## src/rtl/mem_stage_ctrl.sv

```systemverilog
// Multi-cycle MIPS memory stage: issues registered req/ack bus accesses, formats loads,
// raises alignment/timeout exceptions, and stalls upstream until each access completes.
module mem_stage_ctrl #(
  parameter logic [31:0] IRAM_BASE  = 32'h8000_0000,
  parameter logic [31:0] IRAM_LIMIT = 32'h8040_0000,
  parameter int          TIMEOUT    = 16
) (
  input  logic        clk,
  input  logic        rst,
  input  logic        valid_i,
  input  logic [4:0]  wd_i,
  input  logic        wreg_i,
  input  logic [31:0] wdata_i,
  input  logic [3:0]  memop_i,
  input  logic [31:0] maddr_i,
  input  logic [31:0] reg2_i,
  output logic        bus_req_o,
  output logic        bus_we_o,
  output logic [31:0] bus_addr_o,
  output logic [31:0] bus_wdata_o,
  output logic [3:0]  bus_sel_o,
  input  logic        bus_ack_i,
  input  logic [31:0] bus_rdata_i,
  output logic        stall_o,
  output logic        wb_valid_o,
  output logic [4:0]  wd_o,
  output logic        wreg_o,
  output logic [31:0] wdata_o,
  output logic [1:0]  exc_o,
  output logic [31:0] exc_addr_o,
  output logic        iram_conflict_o
);

  localparam int CW = (TIMEOUT > 1) ? $clog2(TIMEOUT) : 1;
  localparam logic [CW-1:0] CNT_LAST = CW'(TIMEOUT - 1);

  typedef enum logic { S_IDLE = 1'b0, S_BUSY = 1'b1 } state_e;
  typedef enum logic [1:0] { SZ_B = 2'd0, SZ_H = 2'd1, SZ_W = 2'd2 } size_e;

  state_e        state_q, state_d;
  logic [CW-1:0] cnt_q, cnt_d;
  logic [3:0]    op_q, op_d;
  logic [1:0]    off_q, off_d;
  logic [31:0]   maddr_q, maddr_d;
  logic [4:0]    lwd_q, lwd_d;
  logic          lwreg_q, lwreg_d;

  logic          bus_req_q, bus_req_d;
  logic          bus_we_q, bus_we_d;
  logic [31:0]   bus_addr_q, bus_addr_d;
  logic [31:0]   bus_wdata_q, bus_wdata_d;
  logic [3:0]    bus_sel_q, bus_sel_d;
  logic          wb_valid_q, wb_valid_d;
  logic [4:0]    wd_q, wd_d;
  logic          wreg_q, wreg_d;
  logic [31:0]   wdata_q, wdata_d;
  logic [1:0]    exc_q, exc_d;
  logic [31:0]   exc_addr_q, exc_addr_d;
  logic          iram_q, iram_d;

  logic          in_load, in_store, in_mem, misalign;
  size_e         in_sz;
  logic [3:0]    in_sel;
  logic [31:0]   in_wdata;
  logic [31:0]   rd_shift, ld_data;

  always_comb begin
    in_load  = 1'b0;
    in_store = 1'b0;
    in_sz    = SZ_B;
    case (memop_i)
      4'd1, 4'd2: in_load = 1'b1;
      4'd3, 4'd4: begin in_load = 1'b1; in_sz = SZ_H; end
      4'd5:       begin in_load = 1'b1; in_sz = SZ_W; end
      4'd6:       in_store = 1'b1;
      4'd7:       begin in_store = 1'b1; in_sz = SZ_H; end
      4'd8:       begin in_store = 1'b1; in_sz = SZ_W; end
      default: ;
    endcase
  end

  assign in_mem   = in_load | in_store;
  assign misalign = ((in_sz == SZ_H) && maddr_i[0]) || ((in_sz == SZ_W) && (|maddr_i[1:0]));

  always_comb begin
    in_sel   = 4'hF;
    in_wdata = reg2_i;
    case (in_sz)
      SZ_B: begin
        in_sel   = 4'b0001 << maddr_i[1:0];
        in_wdata = {24'b0, reg2_i[7:0]} << {maddr_i[1:0], 3'b000};
      end
      SZ_H: begin
        in_sel   = maddr_i[1] ? 4'b1100 : 4'b0011;
        in_wdata = maddr_i[1] ? {reg2_i[15:0], 16'b0} : {16'b0, reg2_i[15:0]};
      end
      default: ;
    endcase
  end

  // Load lane extraction uses the offset latched at issue, not the live address.
  assign rd_shift = bus_rdata_i >> {off_q, 3'b000};
  always_comb begin
    case (op_q)
      4'd1:    ld_data = {{24{rd_shift[7]}}, rd_shift[7:0]};
      4'd2:    ld_data = {24'b0, rd_shift[7:0]};
      4'd3:    ld_data = {{16{rd_shift[15]}}, rd_shift[15:0]};
      4'd4:    ld_data = {16'b0, rd_shift[15:0]};
      default: ld_data = bus_rdata_i;
    endcase
  end

  always_comb begin
    state_d     = state_q;
    cnt_d       = cnt_q;
    op_d        = op_q;
    off_d       = off_q;
    maddr_d     = maddr_q;
    lwd_d       = lwd_q;
    lwreg_d     = lwreg_q;
    bus_req_d   = bus_req_q;
    bus_we_d    = bus_we_q;
    bus_addr_d  = bus_addr_q;
    bus_wdata_d = bus_wdata_q;
    bus_sel_d   = bus_sel_q;
    wb_valid_d  = 1'b0;
    wd_d        = wd_q;
    wreg_d      = wreg_q;
    wdata_d     = wdata_q;
    exc_d       = 2'b00;
    exc_addr_d  = exc_addr_q;
    case (state_q)
      S_IDLE: begin
        if (valid_i) begin
          if (!in_mem) begin
            wb_valid_d = 1'b1;
            wd_d       = wd_i;
            wreg_d     = wreg_i;
            wdata_d    = wdata_i;
          end else if (misalign) begin
            wb_valid_d = 1'b1;
            wd_d       = wd_i;
            wreg_d     = 1'b0;
            wdata_d    = 32'b0;
            exc_d      = in_load ? 2'b01 : 2'b10;
            exc_addr_d = maddr_i;
          end else begin
            state_d     = S_BUSY;
            cnt_d       = '0;
            op_d        = memop_i;
            off_d       = maddr_i[1:0];
            maddr_d     = maddr_i;
            lwd_d       = wd_i;
            lwreg_d     = wreg_i;
            bus_req_d   = 1'b1;
            bus_we_d    = in_store;
            bus_addr_d  = {maddr_i[31:2], 2'b00};
            bus_sel_d   = in_sel;
            bus_wdata_d = in_wdata;
          end
        end
      end
      S_BUSY: begin
        // Ack takes priority over a timeout landing in the same cycle.
        if (bus_ack_i) begin
          state_d    = S_IDLE;
          bus_req_d  = 1'b0;
          wb_valid_d = 1'b1;
          wd_d       = lwd_q;
          wreg_d     = !bus_we_q && lwreg_q;
          wdata_d    = bus_we_q ? 32'b0 : ld_data;
        end else if (cnt_q == CNT_LAST) begin
          state_d    = S_IDLE;
          bus_req_d  = 1'b0;
          wb_valid_d = 1'b1;
          wd_d       = lwd_q;
          wreg_d     = 1'b0;
          wdata_d    = 32'b0;
          exc_d      = 2'b11;
          exc_addr_d = maddr_q;
        end else begin
          cnt_d = cnt_q + 1'b1;
        end
      end
      default: state_d = S_IDLE;
    endcase
    iram_d = bus_req_d && (bus_addr_d >= IRAM_BASE) && (bus_addr_d < IRAM_LIMIT);
  end

  always_ff @(posedge clk) begin
    if (rst) begin
      state_q     <= S_IDLE;
      cnt_q       <= '0;
      op_q        <= 4'b0;
      off_q       <= 2'b0;
      maddr_q     <= 32'b0;
      lwd_q       <= 5'b0;
      lwreg_q     <= 1'b0;
      bus_req_q   <= 1'b0;
      bus_we_q    <= 1'b0;
      bus_addr_q  <= 32'b0;
      bus_wdata_q <= 32'b0;
      bus_sel_q   <= 4'b0;
      wb_valid_q  <= 1'b0;
      wd_q        <= 5'b0;
      wreg_q      <= 1'b0;
      wdata_q     <= 32'b0;
      exc_q       <= 2'b0;
      exc_addr_q  <= 32'b0;
      iram_q      <= 1'b0;
    end else begin
      state_q     <= state_d;
      cnt_q       <= cnt_d;
      op_q        <= op_d;
      off_q       <= off_d;
      maddr_q     <= maddr_d;
      lwd_q       <= lwd_d;
      lwreg_q     <= lwreg_d;
      bus_req_q   <= bus_req_d;
      bus_we_q    <= bus_we_d;
      bus_addr_q  <= bus_addr_d;
      bus_wdata_q <= bus_wdata_d;
      bus_sel_q   <= bus_sel_d;
      wb_valid_q  <= wb_valid_d;
      wd_q        <= wd_d;
      wreg_q      <= wreg_d;
      wdata_q     <= wdata_d;
      exc_q       <= exc_d;
      exc_addr_q  <= exc_addr_d;
      iram_q      <= iram_d;
    end
  end

  // Stall drops in the ack cycle and in the final timeout cycle so upstream advances on that edge.
  assign stall_o = !rst && ((state_q == S_BUSY) ? (!bus_ack_i && (cnt_q != CNT_LAST))
                                                 : (valid_i && in_mem && !misalign));

  assign bus_req_o       = bus_req_q;
  assign bus_we_o        = bus_we_q;
  assign bus_addr_o      = bus_addr_q;
  assign bus_wdata_o     = bus_wdata_q;
  assign bus_sel_o       = bus_sel_q;
  assign wb_valid_o      = wb_valid_q;
  assign wd_o            = wd_q;
  assign wreg_o          = wreg_q;
  assign wdata_o         = wdata_q;
  assign exc_o           = exc_q;
  assign exc_addr_o      = exc_addr_q;
  assign iram_conflict_o = iram_q;

endmodule

```

## config.mk

```make
export PLATFORM = sky130hd
export DESIGN_NAME = mem_stage_ctrl
export DESIGN_NICKNAME = d
export VERILOG_FILES = /design/src/rtl/mem_stage_ctrl.sv
export SDC_FILE = /design/constraint.sdc
export NUM_CORES = 1
export LEC_CHECK = 0
export ABC_AREA = 1
export CAP_MARGIN = 20
export CORE_MARGIN = 3
export CORE_UTILIZATION = 45
export DETAILED_ROUTE_END_ITERATION = 10
export PLACE_DENSITY = 0.77
export SLEW_MARGIN = 5
export SYNTH_ARGS = -nofsm -noshare
export SYNTH_HDL_FRONTEND = slang
export SYNTH_SLANG_ARGS = --single-unit
```

## constraint.sdc

```tcl
create_clock -name clk -period 2.5 [get_ports clk]
set_clock_uncertainty 0.2 [all_clocks]
set_input_delay 0.625 -clock clk [delete_from_list [all_inputs] [get_ports clk]]
set_output_delay 0.625 -clock clk [all_outputs]
set_load 0.01 [all_outputs]
```

Word level (Yosys, flattened, before mapping)
Cells that the tools add are included.
{ "totals": {"ff_bits": 193, "input_bits": 142, "out_inout_bits": 145, "wordCells": 146} }
{ "op_classes": {"addsub": 1, "order_cmp": 2, "eq_ne": 25, "n_shift": 3, "n_mux": 69, "bitwise_logic": 3, "reduce_logical": 24} }
{ "op_table": {"columns": ["operator", "n"], "rows": [
  ["$mux 32", 16],
  ["$pmux 32 s2", 3],
  ["$pmux 32 s4", 1],
  ["$ge 32x32->1 const B", 1],
  ["$lt 32x32->1 const B", 1],
  ["$shl 8x5->32", 1],
  ["$shr 32x5->16", 1],
  ["$mux 5", 5],
  ["$mux 4", 6],
  ["$mux 1", 23],
  ["$eq 4x3->1 const B", 5],
  ["$eq 4x2->1 const B", 4],
  ["$pmux 4 s2", 2],
  ["$mux 2", 6],
  ["$ne 2x2->1 const B", 6],
  ["$pmux 5 s2", 1],
  ["$reduce_and 5->1", 2],
  ["$logic_and 1x1->1", 9],
  ["$eq 4x1->1 const B", 2],
  ["$eq 4x4->1 const B", 2],
  ["$pmux 1 s2", 4],
  ["$pmux 2 s2", 2],
  ["$reduce_or 3->1", 2],
  ["$reduce_or 5->1", 1],
  ["other kinds (16)", 21]
]} }

Depth between registers and ports, before layout
{ "depth": {"depth_word": 13, "depth_mapped": 13, "mapped_depth_nobuf": 12} }

Worst setup path before layout
Ideal clock, no wire load.
{ "synth_path": {"path_kind": "input port to output port", "from": "input port memop_i[0]", "to": "output port stall_o", "t_arrival_ns": 1.566, "t_required_ns": 1.675, "slack_ns": 0.109, "path_stages": 8, "path_buffers": 0, "cell_sequence": "nor2_2 > nand2_1 > nand2_1 > nand2_1 > nand3_1 > nor2_4 > nor2_1 > nor2_1"} }
{ "synth_between": {"elab_chain_cells": 10, "word_cells_on_any_way": 26, "classes_between": "10 x eq/ne; 4 x mux; 1 x bitwise; 11 x reduce/logical"} }
{ "synth_rtl": {"columns": ["element", "line_no", "source"], "rows": [
  ["start: declaration", "14", "input logic [3:0] memop_i,"],
  ["$eq 4x3->1, or another cell as far along", "71", "case (memop_i)"],
  ["$reduce_or 3->1 (no source line) / $reduce_or 2->1 (equally long branches)", null, null],
  ["$pmux 2 s2", "71", null],
  ["$eq 2x1->1 / $eq 2x2->1 (equally long branches)", "83", "assign misalign = ((in_sz == SZ_H) && maddr_i[0]) || ((in_sz == SZ_W) && (|maddr_i[1:0]));"],
  ["$logic_and 1x1->1", "83", null],
  ["$logic_or 1x1->1", "83", null],
  ["$logic_not 1->1", "236", ": (valid_i && in_mem && !misalign));"],
  ["$logic_and 1x1->1 (*)", "236", null],
  ["$mux 1 (*)", "235", "assign stall_o = !rst && ((state_q == S_BUSY) ? (!bus_ack_i && (cnt_q != CNT_LAST))"],
  ["$logic_and 1x1->1 (*)", "235", null],
  ["end: declaration", "24", "output logic stall_o,"]
]} }
Mark *: on every way between the ends. The rest lies on a longest branch, timed or not.

Worst setup path in the final report
{ "layout_path": {"from": "input port memop_i[2]", "to": "output port stall_o"} }
The elaborated chain is that of the path after synthesis.

==> metrics.txt <==
# TYPE chip_impl_metric gauge
chip_impl_info{name="cp_slowest_cell",value="nor2_4"} 1
chip_impl_metric{name="slew_violations",unit=""} 0
chip_impl_metric{name="final_layout_size_suffix_gt1_share",unit="%"} 12.9
chip_impl_metric{name="path_max_fanout",unit=""} 3
chip_impl_metric{name="timing.setup.tns",unit="ns"} 0
chip_impl_metric{name="ir_worst_vdd",unit="uV"} 475
chip_impl_metric{name="number_of_hold_violations_in_the_final_report",unit=""} 0
chip_impl_metric{name="post_drt_via_cell_ratio",unit=""} 5.52
chip_impl_metric{name="io-pin-count",unit=""} 287
chip_impl_metric{name="clkLatencyLatePin",unit="ns"} 0.44
chip_impl_metric{name="power.share.combinational",unit="%"} 21.9
chip_impl_metric{name="holdWs",unit="ns"} 0.247
chip_impl_metric{name="detail-route-antenna-nets",unit=""} 0
chip_impl_info{name="mostFrequentLayoutCell",value="clkdlybuf4s50_1"} 1
chip_impl_metric{name="synth_mux_area_share",unit="%"} 0
chip_impl_metric{name="first_iter_violations",unit=""} 689
chip_impl_metric{name="via_count_of_the_first_global_routing_pass",unit=""} 8692
chip_impl_metric{name="gp_congestion",unit=""} 0.961
chip_impl_metric{name="wirelength",unit="mm"} 28.5
chip_impl_metric{name="worstMarginPinSlew",unit="ns"} 0.844
chip_impl_metric{name="synth-edff-count",unit=""} 0
chip_impl_metric{name="h_tree_depth",unit=""} 4
chip_impl_metric{name="routed_wire_length_per_instance",unit="um"} 17.2
chip_impl_info{name="cp-start-kind",value="input pin"} 1
chip_impl_metric{name="nets",unit=""} 1561
chip_impl_metric{name="yosys_warnings",unit=""} 0
chip_impl_metric{name="grt.overflow.total",unit=""} 0
chip_impl_info{name="worstSetupPathType",value="input pin to primary output"} 1
chip_impl_metric{name="hpwl",unit="mm"} 19.8
chip_impl_metric{name="achievable-frequency",unit="MHz"} 414
chip_impl_metric{name="async_reset_ff_share",unit="%"} 0
chip_impl_metric{name="synth_sequential_area_ratio",unit="%"} 45.8
chip_impl_metric{name="grt_max_degree",unit=""} 79
chip_impl_metric{name="multi_input_area",unit="sq um"} 4100
chip_impl_metric{name="dieWidth",unit="um"} 142
chip_impl_metric{name="clock_sink_count",unit=""} 191
chip_impl_metric{name="synthCells",unit=""} 1107
chip_impl_metric{name="num_rows",unit=""} 49
chip_impl_metric{name="synthXorXnorAreaFrac",unit="%"} 0.210
chip_impl_info{name="result_of_the_run",value="completed"} 1
chip_impl_info{name="timing.critical_path.to_type",value="primary output"} 1
chip_impl_metric{name="seq_power_share",unit="%"} 42.5
chip_impl_metric{name="total_track_usage",unit="%"} 27.5
chip_impl_metric{name="syn_avg_cell_area",unit="sq um"} 7.54
chip_impl_metric{name="total_design_power",unit="mW"} 7.92
chip_impl_metric{name="sw_frac_of_total",unit="%"} 30.8
chip_impl_metric{name="initial_core_util",unit="%"} 46.2
chip_impl_metric{name="total_leakage_power",unit="nW"} 5.03
chip_impl_info{name="critical_path.most_common_cell",value="nor2_4"} 1
chip_impl_metric{name="reported_net_switching_power",unit="mW"} 2.44
chip_impl_metric{name="fp.dieArea",unit="sq um"} 20200
chip_impl_metric{name="maxSlewHeadroom",unit="%"} 43.7
chip_impl_info{name="synth_flop_cell",value="dfxtp_1"} 1
chip_impl_metric{name="core_region_area",unit="sq um"} 18100
chip_impl_metric{name="worst_setup_hold_path_clk_slew",unit="ns"} 0.08
chip_impl_metric{name="synth_adder_area_share",unit="%"} 0.150
chip_impl_metric{name="drtPass1Iterations",unit=""} 6
chip_impl_metric{name="floorplan.die.height",unit="um"} 142
chip_impl_metric{name="critical_path_arrival",unit="ns"} 1.59
chip_impl_metric{name="yosys_register_bits",unit=""} 191
chip_impl_metric{name="ys_types",unit=""} 35
chip_impl_metric{name="clock_path_buffers",unit=""} 2
chip_impl_metric{name="cts-buffers-inserted",unit=""} 17
chip_impl_info{name="clk_root_buffer_cell",value="clkbuf_16"} 1
chip_impl_metric{name="power_per_cell_area",unit="nW/um^2"} 627
chip_impl_metric{name="timing.critical_path.required",unit="ns"} 1.67
chip_impl_metric{name="syn_nets",unit=""} 1250
chip_impl_metric{name="synth-compound-area-share",unit="%"} 23.4
chip_impl_metric{name="final-setup-viol-count",unit=""} 0
chip_impl_metric{name="drcViolationCount",unit=""} 0
chip_impl_info{name="cp_cell_sequence",value="buf_6 -> inv_4 -> nor2_4 -> nand2_2 -> nand3_4 -> nand3_4 -> nor2_4 -> nor2_4 -> nor2_2 -> buf_2"} 1
chip_impl_metric{name="timing.critical_path.slowest_cell_delay",unit="ns"} 0.13
chip_impl_metric{name="post_synth_instance_area",unit="sq um"} 8350
chip_impl_metric{name="final_period_minus_worst_setup_slack",unit="ns"} 2.42
chip_impl_metric{name="min_period_over_period",unit="%"} 96.7
chip_impl_metric{name="route.vias.total",unit=""} 9175
chip_impl_metric{name="synthToLayoutAreaGrowth",unit="%"} 51.3
chip_impl_metric{name="holdBufCountCts",unit=""} 0
chip_impl_metric{name="synth-simple-area-share",unit="%"} 24.0
chip_impl_info{name="cts_tree",value="yes"} 1
chip_impl_metric{name="reg2reg_slack",unit="ns"} 0.32
chip_impl_metric{name="clockPowerShare",unit="%"} 35.6
chip_impl_metric{name="cap_viol_max_count",unit=""} 0
chip_impl_metric{name="internal-power",unit="mW"} 5.48
chip_impl_info{name="min-delay-path-class",value="flop to flop"} 1
chip_impl_metric{name="grt_first_pass_wirelength",unit="mm"} 45.1
chip_impl_info{name="main_combinational_cell_family_by_area_after_synthesis",value="simple AND/OR/NAND/NOR gates"} 1
chip_impl_metric{name="area.sequential",unit="sq um"} 3830
chip_impl_metric{name="grt_antenna_before_repair",unit=""} 2
chip_impl_metric{name="io_buffer_count",unit=""} 286
chip_impl_metric{name="fillers",unit=""} 1466
chip_impl_info{name="most_frequent_cells_in_the_layout",value="clkdlybuf4s50_1, nand2_1, dfxtp_1"} 1
==> critical path, delay by kind of cell <==
| family | cells | cell delay (ns) |
|---|---|---|
| buf+inv | 3 | 0.29 |
| simple gates | 7 | 0.68 |
==> logic make-up (layout without fill, tap and decap cells) <==
kind of cell	Yosys count	after routing
flip-flops	191	191
other	0	1
AND/OR/NAND/NOR	465	465
adder cells (fa/ha/maj)	1	1
XOR/XNOR	2	2
buffers and inverters	124	448
AO/OA/AOI/OAI	324	324
==> Yosys cell counts (3+ instances only) <==
cell	n	area share [%]
a21oi_1	100	6.0
nand2_1	273	12
a31oi_1	55	4.1
nor2_2	4	0.30
o211ai_1	17	1.5
o31ai_1	6	0.54
inv_1	30	1.3
nand3_1	111	6.7
o21ai_1	36	2.2
nand2_2	3	0.22
o211a_1	30	3.6
nor3_1	10	0.60
a22oi_1	16	1.4
nor2_1	46	2.1
o21ai_0	60	3.6
clkbuf_1	45	2.0
buf_2	33	2.0
inv_2	7	0.31
dfxtp_1	191	46
nor2_4	4	0.54
or2_2	8	0.60
buf_4	6	0.54
==> timing repair <==
| item | 4_1_cts | 5_1_grt |
|---|---|---|
| gates cloned | 0 | 0 |
| setup endpoints to repair | 60 | 18 |
| gates resized for setup | 37 | 31 |
| pin swaps | 11 | 14 |
| setup buffers | 10 | 1 |
==> layer usage <==
| metal | track usage (%) | share of wire, % | up-vias |
|---|---|---|---|
| li1 | - | - | 4457 |
| met1 | 35.7 | 42 | 4237 |
| met2 | 44.8 | 46 | 425 |
| met3 | 8.30 | 9.3 | 54 |
| met4 | 7.37 | 2.3 | 2 |
| met5 | 0 | 0.056 | - |
==> per-stage QoR <==
step                std cells  util, %  worst slack [ns]  area [sq um]
floorplan                1107        -             0.109          8350
detailed placement       1617     65.3            -0.901         11800
CTS                      1659     69.2           0.00481         12500
global placement         1617     65.3            -0.882         11800
global route             1660     69.8          -0.00278         12600
finish                   1661     69.8            0.0826         12600
==> registers in the layout (all words and copies together), names as in the netlist <==
signal,cells
state_q,1
bus_sel_o,4
op_q,4
wdata_o,32
bus_addr_o,32
wreg_o,1
bus_wdata_o,32
wb_valid_o,1
lwreg_q,1
maddr_q,31
cnt_q,4
wd_o,5
iram_conflict_o,1
exc_o,2
off_q,1
exc_addr_o,32
lwd_q,5
bus_req_o,1
bus_we_o,1
==> final timing paths <==
| path | startpoint | to | cells past startpoint |
|---|---|---|---|
| worst max-delay path | memop_i[2] | stall_o | 10 |
| worst min-delay path | bus_addr_o[0]$_SDFF_PP0_ | bus_addr_o[0]$_SDFF_PP0_ | 2 |
| worst max register to register | off_q[0]$_SDFFE_PP0P_ | wdata_o[27]$_SDFFE_PP0P_ | 7 |
| worst min register to register | bus_addr_o[0]$_SDFF_PP0_ | bus_addr_o[0]$_SDFF_PP0_ | 2 |
==> power groups by stage <==
stage,clock network (mW),logic [mW],registers [mW]
global route,2.97,1.88,3.39
global placement,0,1.66,3.43
detailed placement,0,1.69,3.43
CTS,2.86,1.71,3.37
floorplan,0,0.743,3.49
finish,2.82,1.73,3.37
==> final cells by class <==
class | count | area share (%)
Clock buffer | 17 | 3.37
Inverter | 38 | 1.18
Sequential cell | 191 | 30.3
Multi-Input combinational cell | 792 | 32.5
Antenna cell | 1 | 0.0198
Timing Repair Buffer | 378 | 28.8
Clock inverter | 15 | 1.58
Tap cell | 229 | 2.27
Power figures use the tool's default switching activity.
